===== src/rtl/rr_mux8_arbiter_pkg.sv =====
// Shared types and helpers for the 8-way round-robin channel arbiter.
// Latency: none (declarations only).
// Backpressure: not applicable.
package rr_mux8_arbiter_pkg;

   localparam int NREQ = 8;
   localparam int SELW = 3;

   // Arbiter FSM encoding
   typedef enum logic {
      IDLE  = 1'b0,
      GRANT = 1'b1
   } state_t;

   // One-hot decode of a requester index
   function automatic logic [NREQ-1:0] onehot8(input logic [SELW-1:0] idx);
      logic [NREQ-1:0] v;
      v      = '0;
      v[idx] = 1'b1;
      return v;
   endfunction

endpackage


===== src/rtl/rr_pick8.sv =====
// Round-robin pick: first set request searching from last+1 upward, wrapping to last.
// Latency: purely combinational.
// Backpressure: none; result is valid whenever any is high.
module rr_pick8
   import rr_mux8_arbiter_pkg::*;
(
   input  logic [NREQ-1:0] req,
   input  logic [SELW-1:0] last,
   output logic [SELW-1:0] pick,
   output logic            any
);

   logic [SELW-1:0]   base;
   logic [2*NREQ-1:0] dbl;
   logic [NREQ-1:0]   rot;
   logic [SELW-1:0]   off;

   // Rotate so that requester last+1 lands at bit 0; 3-bit add wraps mod 8
   always_comb begin
      base = last + 3'd1;
      dbl  = {req, req};
      rot  = dbl[base +: NREQ];
   end

   // Priority-encode the lowest set bit of the rotated vector, then un-rotate
   always_comb begin
      off = '0;
      for (int i = NREQ - 1; i >= 0; i--) begin
         if (rot[i]) begin
            off = i[SELW-1:0];
         end
      end
      pick = base + off;
      any  = |req;
   end

endmodule


===== src/rtl/rr_mux8_arbiter.sv =====
// Round-robin arbiter sharing one single-bit channel among 8 requesters, with hold limit.
// Latency: grant 1 cycle after request; din->dout combinational through the registered select.
// Backpressure: holder keeps the channel up to MAX_HOLD cycles, then others are served in turn.
module rr_mux8_arbiter
   import rr_mux8_arbiter_pkg::*;
#(
   parameter int MAX_HOLD = 4,
   parameter int CNTW     = 4
)
(
   input  logic            clk,
   input  logic            rst,
   input  logic [NREQ-1:0] req,
   input  logic [NREQ-1:0] din,
   output logic [NREQ-1:0] grant,
   output logic [SELW-1:0] sel,
   output logic            valid,
   output logic            dout,
   output logic            busy
);

   // Last hold-counter value before the grant is forced back into arbitration
   localparam logic [CNTW-1:0] HOLD_LAST = CNTW'(MAX_HOLD - 1);

   state_t          state, state_nxt;
   logic [NREQ-1:0] grant_nxt;
   logic [SELW-1:0] sel_nxt;
   logic [SELW-1:0] last, last_nxt;
   logic [CNTW-1:0] hold_cnt, hold_cnt_nxt;

   logic [SELW-1:0] pick;
   logic            any;
   logic            holder_req;
   logic            keep;

   // Next candidate always searches from the most recent winner
   rr_pick8 u_pick (
      .req  (req),
      .last (last),
      .pick (pick),
      .any  (any)
   );

   // Register the FSM, grant, select, priority pointer and hold counter
   always_ff @(posedge clk or posedge rst) begin
      if (rst) begin
         state    <= IDLE;
         grant    <= '0;
         sel      <= '0;
         last     <= 3'd7;
         hold_cnt <= '0;
      end else begin
         state    <= state_nxt;
         grant    <= grant_nxt;
         sel      <= sel_nxt;
         last     <= last_nxt;
         hold_cnt <= hold_cnt_nxt;
      end
   end

   // Decide keep / re-arbitrate / go idle; re-arbitration has no idle bubble
   always_comb begin
      state_nxt    = state;
      grant_nxt    = grant;
      sel_nxt      = sel;
      last_nxt     = last;
      hold_cnt_nxt = hold_cnt;
      holder_req   = req[sel];
      keep         = holder_req && (hold_cnt < HOLD_LAST);

      unique case (state)
         IDLE: begin
            if (any) begin
               state_nxt    = GRANT;
               grant_nxt    = onehot8(pick);
               sel_nxt      = pick;
               last_nxt     = pick;
               hold_cnt_nxt = '0;
            end
         end
         GRANT: begin
            if (keep) begin
               hold_cnt_nxt = hold_cnt + CNTW'(1);
            end else if (any) begin
               // last equals sel here, so the current holder is checked last
               grant_nxt    = onehot8(pick);
               sel_nxt      = pick;
               last_nxt     = pick;
               hold_cnt_nxt = '0;
            end else begin
               // sel is left untouched so it still names the previous holder
               state_nxt    = IDLE;
               grant_nxt    = '0;
               hold_cnt_nxt = '0;
            end
         end
         default: begin
            state_nxt    = IDLE;
            grant_nxt    = '0;
            hold_cnt_nxt = '0;
         end
      endcase
   end

   // Channel outputs: a dropped request kills valid in the same cycle
   always_comb begin
      busy  = (state == GRANT);
      valid = busy & req[sel];
      dout  = valid & din[sel];
   end

endmodule


===== config.mk =====
export PLATFORM = sky130hd
export DESIGN_NAME = rr_mux8_arbiter
export DESIGN_NICKNAME = d
export VERILOG_FILES = /design/src/rtl/rr_mux8_arbiter_pkg.sv /design/src/rtl/rr_pick8.sv /design/src/rtl/rr_mux8_arbiter.sv
export SDC_FILE = /design/constraint.sdc
export NUM_CORES = 1
export LEC_CHECK = 0
export ABC_CLOCK_PERIOD_IN_PS = 4250
export CORE_ASPECT_RATIO = 1.1
export CORE_MARGIN = 2
export CORE_UTILIZATION = 50
export CTS_CLUSTER_SIZE = 40
export DETAILED_ROUTE_END_ITERATION = 10
export PLACE_DENSITY = 0.77
export SYNTH_ARGS = -nofsm -noshare
export SYNTH_HDL_FRONTEND = slang
export SYNTH_SLANG_ARGS = --single-unit

===== constraint.sdc =====
create_clock -name clk -period 4.25 [get_ports clk]
set_input_delay 0.85 -clock clk [delete_from_list [all_inputs] [get_ports clk]]
set_output_delay 0.85 -clock clk [all_outputs]
set_load 0.05 [all_outputs]

==> impl_metrics.yaml, run 1 <==
status:
  status: "finished, violations left"
  violations: "design-rule violations"
logic_synthesis:
  synth_compound_area_frac: 0.213
  synthSimpleGateAreaFrac: 0.218
  synth_top_area_frac: 0.243
  yosysSeqAreaShare: 0.291
  synth_area_leader_cell: "dfrtp_1"
  synth_top_family_by_area: "simple AND/OR/NAND/NOR gates"
  synth_xor_area_frac: 0.0258
  synth.area.mux_share: 0.175
  ys_async_sr_fraction: 1.00
  ys.warnings.count: 0
  ys.flop_type: "dfrtp_1"
  synth_edf_count: 0
  synthesis.area_sq_mm: 0.00165
  syn-mean-instance-area_sq_um: 9.36
  synth_area_leaders: "dfrtp_1 (24%), mux4_2 (8.2%), mux2_2 (6.8%)"
  ys_types: 49
  ys_ff_latch: 19
  synth_fa_ha_area_frac: 0.0350
  synthCells: 176
  synth_nets: 198
job:
  maxCapViolations: 0
clock_network:
  postCtsSetupRepairBufs: 0
  clkTransAtPathRegs_ns: 0.11
  cts_tree: "done"
  clock-sinks: 19
  htreeDepth: 1
  clockBufferDepth: 2
  hold_buffers: 0
  clk_latency_ns: 0.30
  cts_buffers: 3
  cts-root-buf: "clkbuf_4"
grt:
  track_usage: 0.241
  top_usage_layer: "met2"
  use_met2: 0.403
  grt_max_degree: 20
  use_met3: 0.0405
  antenna_found_initial: 0
  overflow: 0
  grt_pass1_vias: 1541
  grt_pass1_wl_mm: 7.20
  grt_util_met1: 0.329
setup_path:
  cp-start-kind: "input pin"
  slowest_delay_ns: 0.53
  path_class: "in2reg"
  cp_slowest_cell: "clkdlybuf4s50_1"
  path_cells: "clkdlybuf4s50_1 > mux4_2 > o21ai_0 > o21ai_0 > o211a_1 > o22ai_1 > o311ai_0 > ha_1 > fa_1 > xnor2_1 > nand2_1 > nor3_1 > nand3_1 > nand3_1"
  cp.required_ns: 4.49
  critPathTopFamily: "adder cells"
  cp-end-kind: "register"
  rr_worst_depth: 14
  crit_path_max_fanout: 7
  cp.depth: 14
  arrival_ns: 4.25
  worst-path-buf-inv: 1
timing:
  skew_ns: 0.00206
  relSlewSlack: 0.503
  worst_pin_slew_ns: 0.746
  fmax_mhz: 249
  grt_setup_unrepaired: "false"
  finalHoldViolCount: 0
  setup_viol: 0
  maxSlewViolCount: 0
  finalCritPeriodShare: 0.943
  min_period_ns: 4.01
floorplanning:
  coreArea_sq_mm: 0.00310
  fp.dieH_um: 64.2
  die_area_sq_mm: 0.00377
  start_util: 0.531
  row_count: 21
  ios: 32
  dieWidth_um: 58.7
route:
  drc: 4
  drt-pass1-iter-count: 7
  viasPerCell: 6.34
  ant_nets: 0
  vias: 1559
  routedWlPerCell_um: 16.6
  routed_wl_mm: 4.07
  drtIter0Drc: 113
min_path:
  hold_class: "reg2reg"
  hold_depth: 2
cells_and_area:
  layout.nets: 235
  layout_common_cells: "clkdlybuf4s50_1 (31), nand2_1 (22), nand3_1 (19)"
  design_area_sq_mm: 0.00205
  drive_above_1_share: 0.217
  num_antenna_cells: 0
  area_growth_pct: 24.8
  layout_commonest_cell: "clkdlybuf4s50_1"
  final_core_util: 0.663
placed_design:
  post_dp_cell_area_sq_mm: 0.00202
  place_congestion: 0.926
  portBuffers: 31
  dpl.hpwl_mm: 3.13
-- state kept, by name, indices dropped and copies added (netlist names) --
signal,flops
sel,3
last,3
grant,8
hold_cnt,4
busy,1
-- tightest hold or removal path, delay by kind of cell (launching register included) --
kind	cells	cell delay, ns
flip-flops	1	0.39
AND/OR/NAND/NOR	1	0.04
AO/OA/AOI/OAI	1	0.07
-- what timing repair did --
| item | 4_1_cts | 5_1_grt |
|---|---|---|
| endpoints found under the setup margin | 0 | 2 |
| gates resized for setup | 0 | 1 |
| hold endpoints to repair | 0 | 0 |
-- cell type report --
class                   count  area (sq um)
flip-flops and latches     19           479
repair buffers             40           378
clock buffers               3          22.5
well taps                  34          42.5
inverters                   6          22.5
fillers                   261          1050
clock inverters             1          5.00
multi-input cells         143          1100
-- kinds of logic (layout without fill, tap and decap cells) --
logic type	Yosys count	after routing
and+or+nand+nor	70	70
AOI/OAI and AO/OA	45	45
muxes	20	20
DFF	19	19
buffers and inverters	14	50
adders and majority gates	4	4
xor gates and xnor gates	4	4
-- layer usage --
layer	up-vias	part of all wire	wire (um)
met1	746	0.44	1800
li1	751	-	-
met3	7	0.059	241
met2	55	0.49	1980
met5	-	0	0
met4	0	0.013	52
-- stage by stage --
step                hold WS, ns  TNS, ns  cells  setup slack [ns]
finish                    0.494        0    246             0.242
global route              0.514        0    246            0.0201
CTS                       0.496        0    246             0.241
detailed placement        0.471  -0.0353    242           -0.0239
global placement          0.466        0    242            0.0892
floorplan                 0.455        0    176             0.738
-- final timing paths --
kind                       slack (ns)           to    start
min in group asynchronous        0.96  hold_cnt[2]      rst
max in group asynchronous        2.84     grant[5]      rst
hold / removal                   0.49      last[1]  last[1]
setup reg to reg                 0.51     grant[3]  last[0]
hold reg to reg                  0.49      last[1]  last[1]
setup / recovery                 0.24     grant[3]   req[2]
-- Yosys cell counts (2+ instances only) --
master	number
xnor2_1	3
nor4_1	6
a211oi_1	2
buf_2	2
o2111ai_1	2
nor2_1	5
buf_6	2
a211o_1	2
mux2_2	10
and2b_2	2
mux2i_1	4
a31oi_1	3
and2_1	2
ha_1	3
o21ai_0	13
clkbuf_1	3
mux4_2	6
a2111oi_1	2
nand3b_1	3
dfstp_2	3
nand2_1	22
nor3_1	6
dfrtp_1	16
a21oi_1	5
o22ai_1	2
nand3_1	19
inv_1	6
Power of run 1 is not shown: default switching activity piles up to over one toggle a cycle in this logic, so the estimate is an artifact.
==> run 2: changes to the inputs <==
--- a/config.mk
+++ b/config.mk
@@ -6,12 +6,14 @@
 export NUM_CORES = 1
 export LEC_CHECK = 0
 export ABC_CLOCK_PERIOD_IN_PS = 4250
+export CELL_PAD_IN_SITES_DETAIL_PLACEMENT = 0
+export CELL_PAD_IN_SITES_GLOBAL_PLACEMENT = 1
 export CORE_ASPECT_RATIO = 1.1
 export CORE_MARGIN = 2
-export CORE_UTILIZATION = 50
+export CORE_UTILIZATION = 39
 export CTS_CLUSTER_SIZE = 40
 export DETAILED_ROUTE_END_ITERATION = 10
-export PLACE_DENSITY = 0.77
+export PLACE_DENSITY_LB_ADDON = 0.1
 export SYNTH_ARGS = -nofsm -noshare
 export SYNTH_HDL_FRONTEND = slang
 export SYNTH_SLANG_ARGS = --single-unit
==> run 2 against run 1 <==
  * The run now ends clean
  * Sequential share of layout area decreased by 1.0 points
  * Worst hold slack got worse by 0.015 ns
  * Cell area up 4.6%
  * Routed wire length increased by 3.6%
  * Critical path type unchanged
==> impl_metrics.yaml, run 2 (synthesized netlist as in run 1, its figures left out) <==
status:
  status: "finished clean"
grt:
  overflow: 0
  antenna_found_initial: 0
  grt_max_degree: 20
  grt_pass1_vias: 1568
  grt_pass1_wl_mm: 7.20
  track_usage: 0.194
timing:
  maxSlewViolCount: 0
  min_period_ns: 3.95
  worst_slack_ns: 0.302
  grt_setup_unrepaired: "false"
  relSlewSlack: 0.475
  finalCritPeriodShare: 0.929
  setup_viol: 0
  finalHoldViolCount: 0
  worst_pin_slew_ns: 0.787
  fmax_mhz: 253
  skew_ns: 0.00361
route:
  vias: 1561
  drtIter0Drc: 75
  routed_wl_mm: 4.22
  routedWlPerCell_um: 15.9
  ant_nets: 0
  drc: 0
  drt-pass1-iter-count: 4
  viasPerCell: 5.87
cells_and_area:
  largest_register_ffs: 8
  drive_above_1_share: 0.234
  layout.nets: 237
  reg_top3: "grant x8, hold_cnt x4"
  layout_common_cells: "clkdlybuf4s50_1 (31), nand2_1 (22), nand3_1 (19)"
  num_antenna_cells: 0
  fillers: 381
  regArea_sq_um: 479
  area_growth_pct: 30.5
  layout_commonest_cell: "clkdlybuf4s50_1"
  final_core_util: 0.534
  multi_input_area_sq_mm: 0.00114
  top_register: "grant"
clock_network:
  htreeDepth: 1
  clk_latency_ns: 0.25
  clock-sinks: 19
  cts_buffers: 3
  cts_tree: "done"
  cts-root-buf: "clkbuf_8"
  clkTransAtPathRegs_ns: 0.07
  postCtsSetupRepairBufs: 0
  clockBufferDepth: 2
job:
  maxCapViolations: 0
setup_path:
  cp-start-kind: "input pin"
  cp-startpoint: "req[1]"
  rr_worst_depth: 13
  crit_path_max_fanout: 7
  regToRegSetupSlack_ns: 0.53
  cp.required_ns: 4.44
  path_class: "in2reg"
  reg2reg_from: "last[0]"
  arrival_ns: 4.13
  r2r_end: "grant[6]"
  cp-end-kind: "register"
floorplanning:
  row_count: 24
  start_util: 0.409
  die_area_sq_mm: 0.00476
  coreArea_sq_mm: 0.00402
  fp.dieH_um: 72.2
  ios: 32
  dieWidth_um: 66.0
min_path:
  min_from: "grant[1]"
  worstHoldEndpoint: "grant[1]"
  hold_depth: 2
  hold_class: "reg2reg"
placed_design:
  place_congestion: 0.889
  dpl.hpwl_mm: 3.25
  pre_cts_ws_ns: -0.0406
  portBuffers: 31
run 2: cell type report:
class / instances / share of cell area
Timing Repair Buffer: 42 / 0.183
Clock buffer: 4 / 0.0210
Sequential cell: 19 / 0.223
Tap cell: 52 / 0.0303
Inverter: 6 / 0.0105
Multi-Input combinational cell: 143 / 0.532
run 2: routing by layer:
metal | wire length [um] | vias up | global-route usage
li1 | - | 747 | -
met1 | 1840 | 773 | 0.245
met5 | 0 | - | 0
met2 | 2110 | 37 | 0.341
met3 | 234 | 4 | 0.0388
met4 | 38 | 0 | 0.0476
run 2: metrics by stage:
| step | area, sq um | setup TNS, ns | instances | hold slack (ns) |
|---|---|---|---|---|
| finish | 2150 | 0 | 266 | 0.479 |
| global route | 2150 | 0 | 266 | 0.519 |
| CTS | 2100 | 0 | 266 | 0.490 |
| detailed placement | 2060 | -0.0750 | 262 | 0.472 |
| global placement | 2060 | -0.0545 | 262 | 0.464 |
| floorplan | 1650 | 0 | 176 | 0.455 |
run 2: how the worst max path moves through the flow:
stage | end | cells past startpoint
after floorplan | grant[7] | 15
after global placement | grant[7] | 14
after detailed placement | grant[7] | 14
after CTS | grant[7] | 14
after global routing | grant[0] | 13
final | grant[6] | 13
run 2: critical path: stages:
cell	delay, ns
clkdlybuf4s50_1	0.50
mux4_2	0.54
o21ai_0	0.18
o21ai_0	0.10
o211a_1	0.13
o22ai_1	0.13
o311ai_0	0.16
ha_1	0.25
fa_2	0.58
inv_1	0.12
nor4_1	0.35
nand3_1	0.12
nand3_1	0.12
run 2: repair_timing:
item / in CTS / in global routing
resized for setup: 0 / 6
endpoints found under the setup margin: 0 / 4
hold buffers: 0 / 0
Power of run 2 is left out for the same reason.
==> run 3: changes to the inputs <==
--- a/config.mk
+++ b/config.mk
@@ -5,7 +5,7 @@
 export SDC_FILE = /design/constraint.sdc
 export NUM_CORES = 1
 export LEC_CHECK = 0
-export ABC_CLOCK_PERIOD_IN_PS = 4250
+export ABC_CLOCK_PERIOD_IN_PS = 4080
 export CELL_PAD_IN_SITES_DETAIL_PLACEMENT = 0
 export CELL_PAD_IN_SITES_GLOBAL_PLACEMENT = 1
 export CORE_ASPECT_RATIO = 1.1
==> constraint.sdc (replaced) <==
create_clock -name clk -period 4.08 [get_ports clk]
set_input_delay 0.816 -clock clk [delete_from_list [all_inputs] [get_ports clk]]
set_output_delay 0.816 -clock clk [all_outputs]
set_load 0.05 [all_outputs]
==> run 3 against run 2 <==
  * Clock skew increased by 0.0045 ns
  * Core utilization increased by 0.062 points
  * Clock-buffer cell count decreased by 1
  * Worst hold slack about the same
  * First-iteration DRC count increased by 2.7%
  * Sequential share of layout area about the same
==> impl_metrics.yaml, run 3 (synthesized netlist as in run 1, its figures left out) <==
clock_network:
  htreeDepth: 1
  clock-sinks: 19
  clockBufferDepth: 2
  clk_latency_ns: 0.25
  cts-root-buf: "clkbuf_8"
  cts_tree: "done"
  cts_buffers: 3
  clkTransAtPathRegs_ns: 0.06
  hold_buffers: 0
setup_path:
  path_class: "in2reg"
  slowest_delay_ns: 0.52
  cp-start-kind: "input pin"
  cp.required_ns: 4.26
  crit_path_max_fanout: 5
  cp_slowest_cell: "mux4_2"
  path_cells: "clkdlybuf4s50_1 > mux4_2 > o21ai_0 > o21ai_0 > o211a_1 > o22ai_1 > o311ai_0 > ha_1 > fa_1 > xnor2_2 > nand2_1 > nor3_1 > nand3_1 > nand3_1"
  cp-end-kind: "register"
  arrival_ns: 4.12
timing:
  fmax_mhz: 254
  finalCritPeriodShare: 0.964
  setup_viol: 0
  skew_ns: 0.00808
  worst_pin_slew_ns: 0.721
  grt_setup_unrepaired: "true"
  min_period_ns: 3.93
  whs_ns: 0.479
  finalSetupTns_ns: 0
  maxSlewViolCount: 0
  finalHoldViolCount: 0
  relSlewSlack: 0.519
route:
  vias: 1553
  routed_wl_mm: 4.17
  ant_nets: 0
  viasPerCell: 5.77
  drt-pass1-iter-count: 4
  drtIter0Drc: 77
  drc: 0
  routedWlPerCell_um: 15.5
grt:
  grt_max_degree: 21
  grt_pass1_wl_mm: 6.93
  track_usage: 0.182
  overflow: 0
  antenna_found_initial: 0
  grt_pass1_vias: 1559
cells_and_area:
  num_antenna_cells: 0
  reg_top3: "grant x8, hold_cnt x4"
  layout_commonest_cell: "clkdlybuf4s50_1"
  fillers: 388
  layout.nets: 240
  top_register: "grant"
  layout_common_cells: "clkdlybuf4s50_1 (31), nand2_1 (22), nand3_1 (19)"
  largest_register_ffs: 8
  drive_above_1_share: 0.249
  area_growth_pct: 30.6
  final_core_util: 0.535
placed_design:
  dpl.hpwl_mm: 3.17
  portBuffers: 31
  place_congestion: 0.918
floorplanning:
  start_util: 0.409
  die_area_sq_mm: 0.00476
  fp.dieH_um: 72.2
  coreArea_sq_mm: 0.00402
  row_count: 24
  dieWidth_um: 66.0
  ios: 32
min_path:
  hold_class: "reg2reg"
job:
  maxCapViolations: 0
status:
  status: "finished clean"
-- run 3: worst paths after layout --
check | start | to | slack (ns) | cells after the start
setup / recovery | req[1] | grant[7] | 0.15 | 14
hold / removal | grant[4] | grant[4] | 0.48 | 2
setup reg to reg | last[0] | grant[7] | 0.27 | 14
hold reg to reg | grant[4] | grant[4] | 0.48 | 2
max in group asynchronous | rst | grant[1] | 2.66 | 2
min in group asynchronous | rst | sel[0] | 0.97 | 2
-- run 3: stage by stage --
| step | area (sq um) | instances | setup slack, ns |
|---|---|---|---|
| after detailed placement | 2080 | 265 | -0.173 |
| after global routing | 2150 | 269 | -0.0321 |
| after floorplan | 1650 | 176 | 0.568 |
| after global placement | 2080 | 265 | -0.0411 |
| after CTS | 2130 | 269 | 0.0579 |
| final | 2150 | 269 | 0.146 |
-- run 3: layout make-up --
class / instances / area, sq um / area share
well taps: 52 / 65.1 / 0.0303
multi-input cells: 143 / 1120 / 0.522
flip-flops and latches: 19 / 479 / 0.223
repair buffers: 45 / 415 / 0.193
clock buffers: 3 / 41.3 / 0.0192
clock inverters: 1 / 5.00 / 0.00233
inverters: 6 / 22.5 / 0.0105
-- run 3: repair_timing --
item                                    CTS  global route
gates resized for setup                   0             4
endpoints found under the setup margin    0             7
setup buffers                             0             0
-- run 3: critical path: cells and delay by family --
kind | cells | cell delay [ns]
xor+xnor | 1 | 0.28
fa+ha+maj | 2 | 0.74
simple gates | 4 | 0.56
compound gates | 5 | 0.74
buf+inv | 1 | 0.45
mux | 1 | 0.52
-- run 3: metal layers --
| layer | global-route usage | up-vias | routed length [um] |
|---|---|---|---|
| met5 | 0 | - | 0 |
| met4 | 0.0227 | 0 | 0 |
| met3 | 0.0341 | 0 | 212 |
| met2 | 0.334 | 44 | 2150 |
| met1 | 0.229 | 752 | 1810 |
| li1 | - | 757 | - |
Power of run 3 is left out for the same reason.
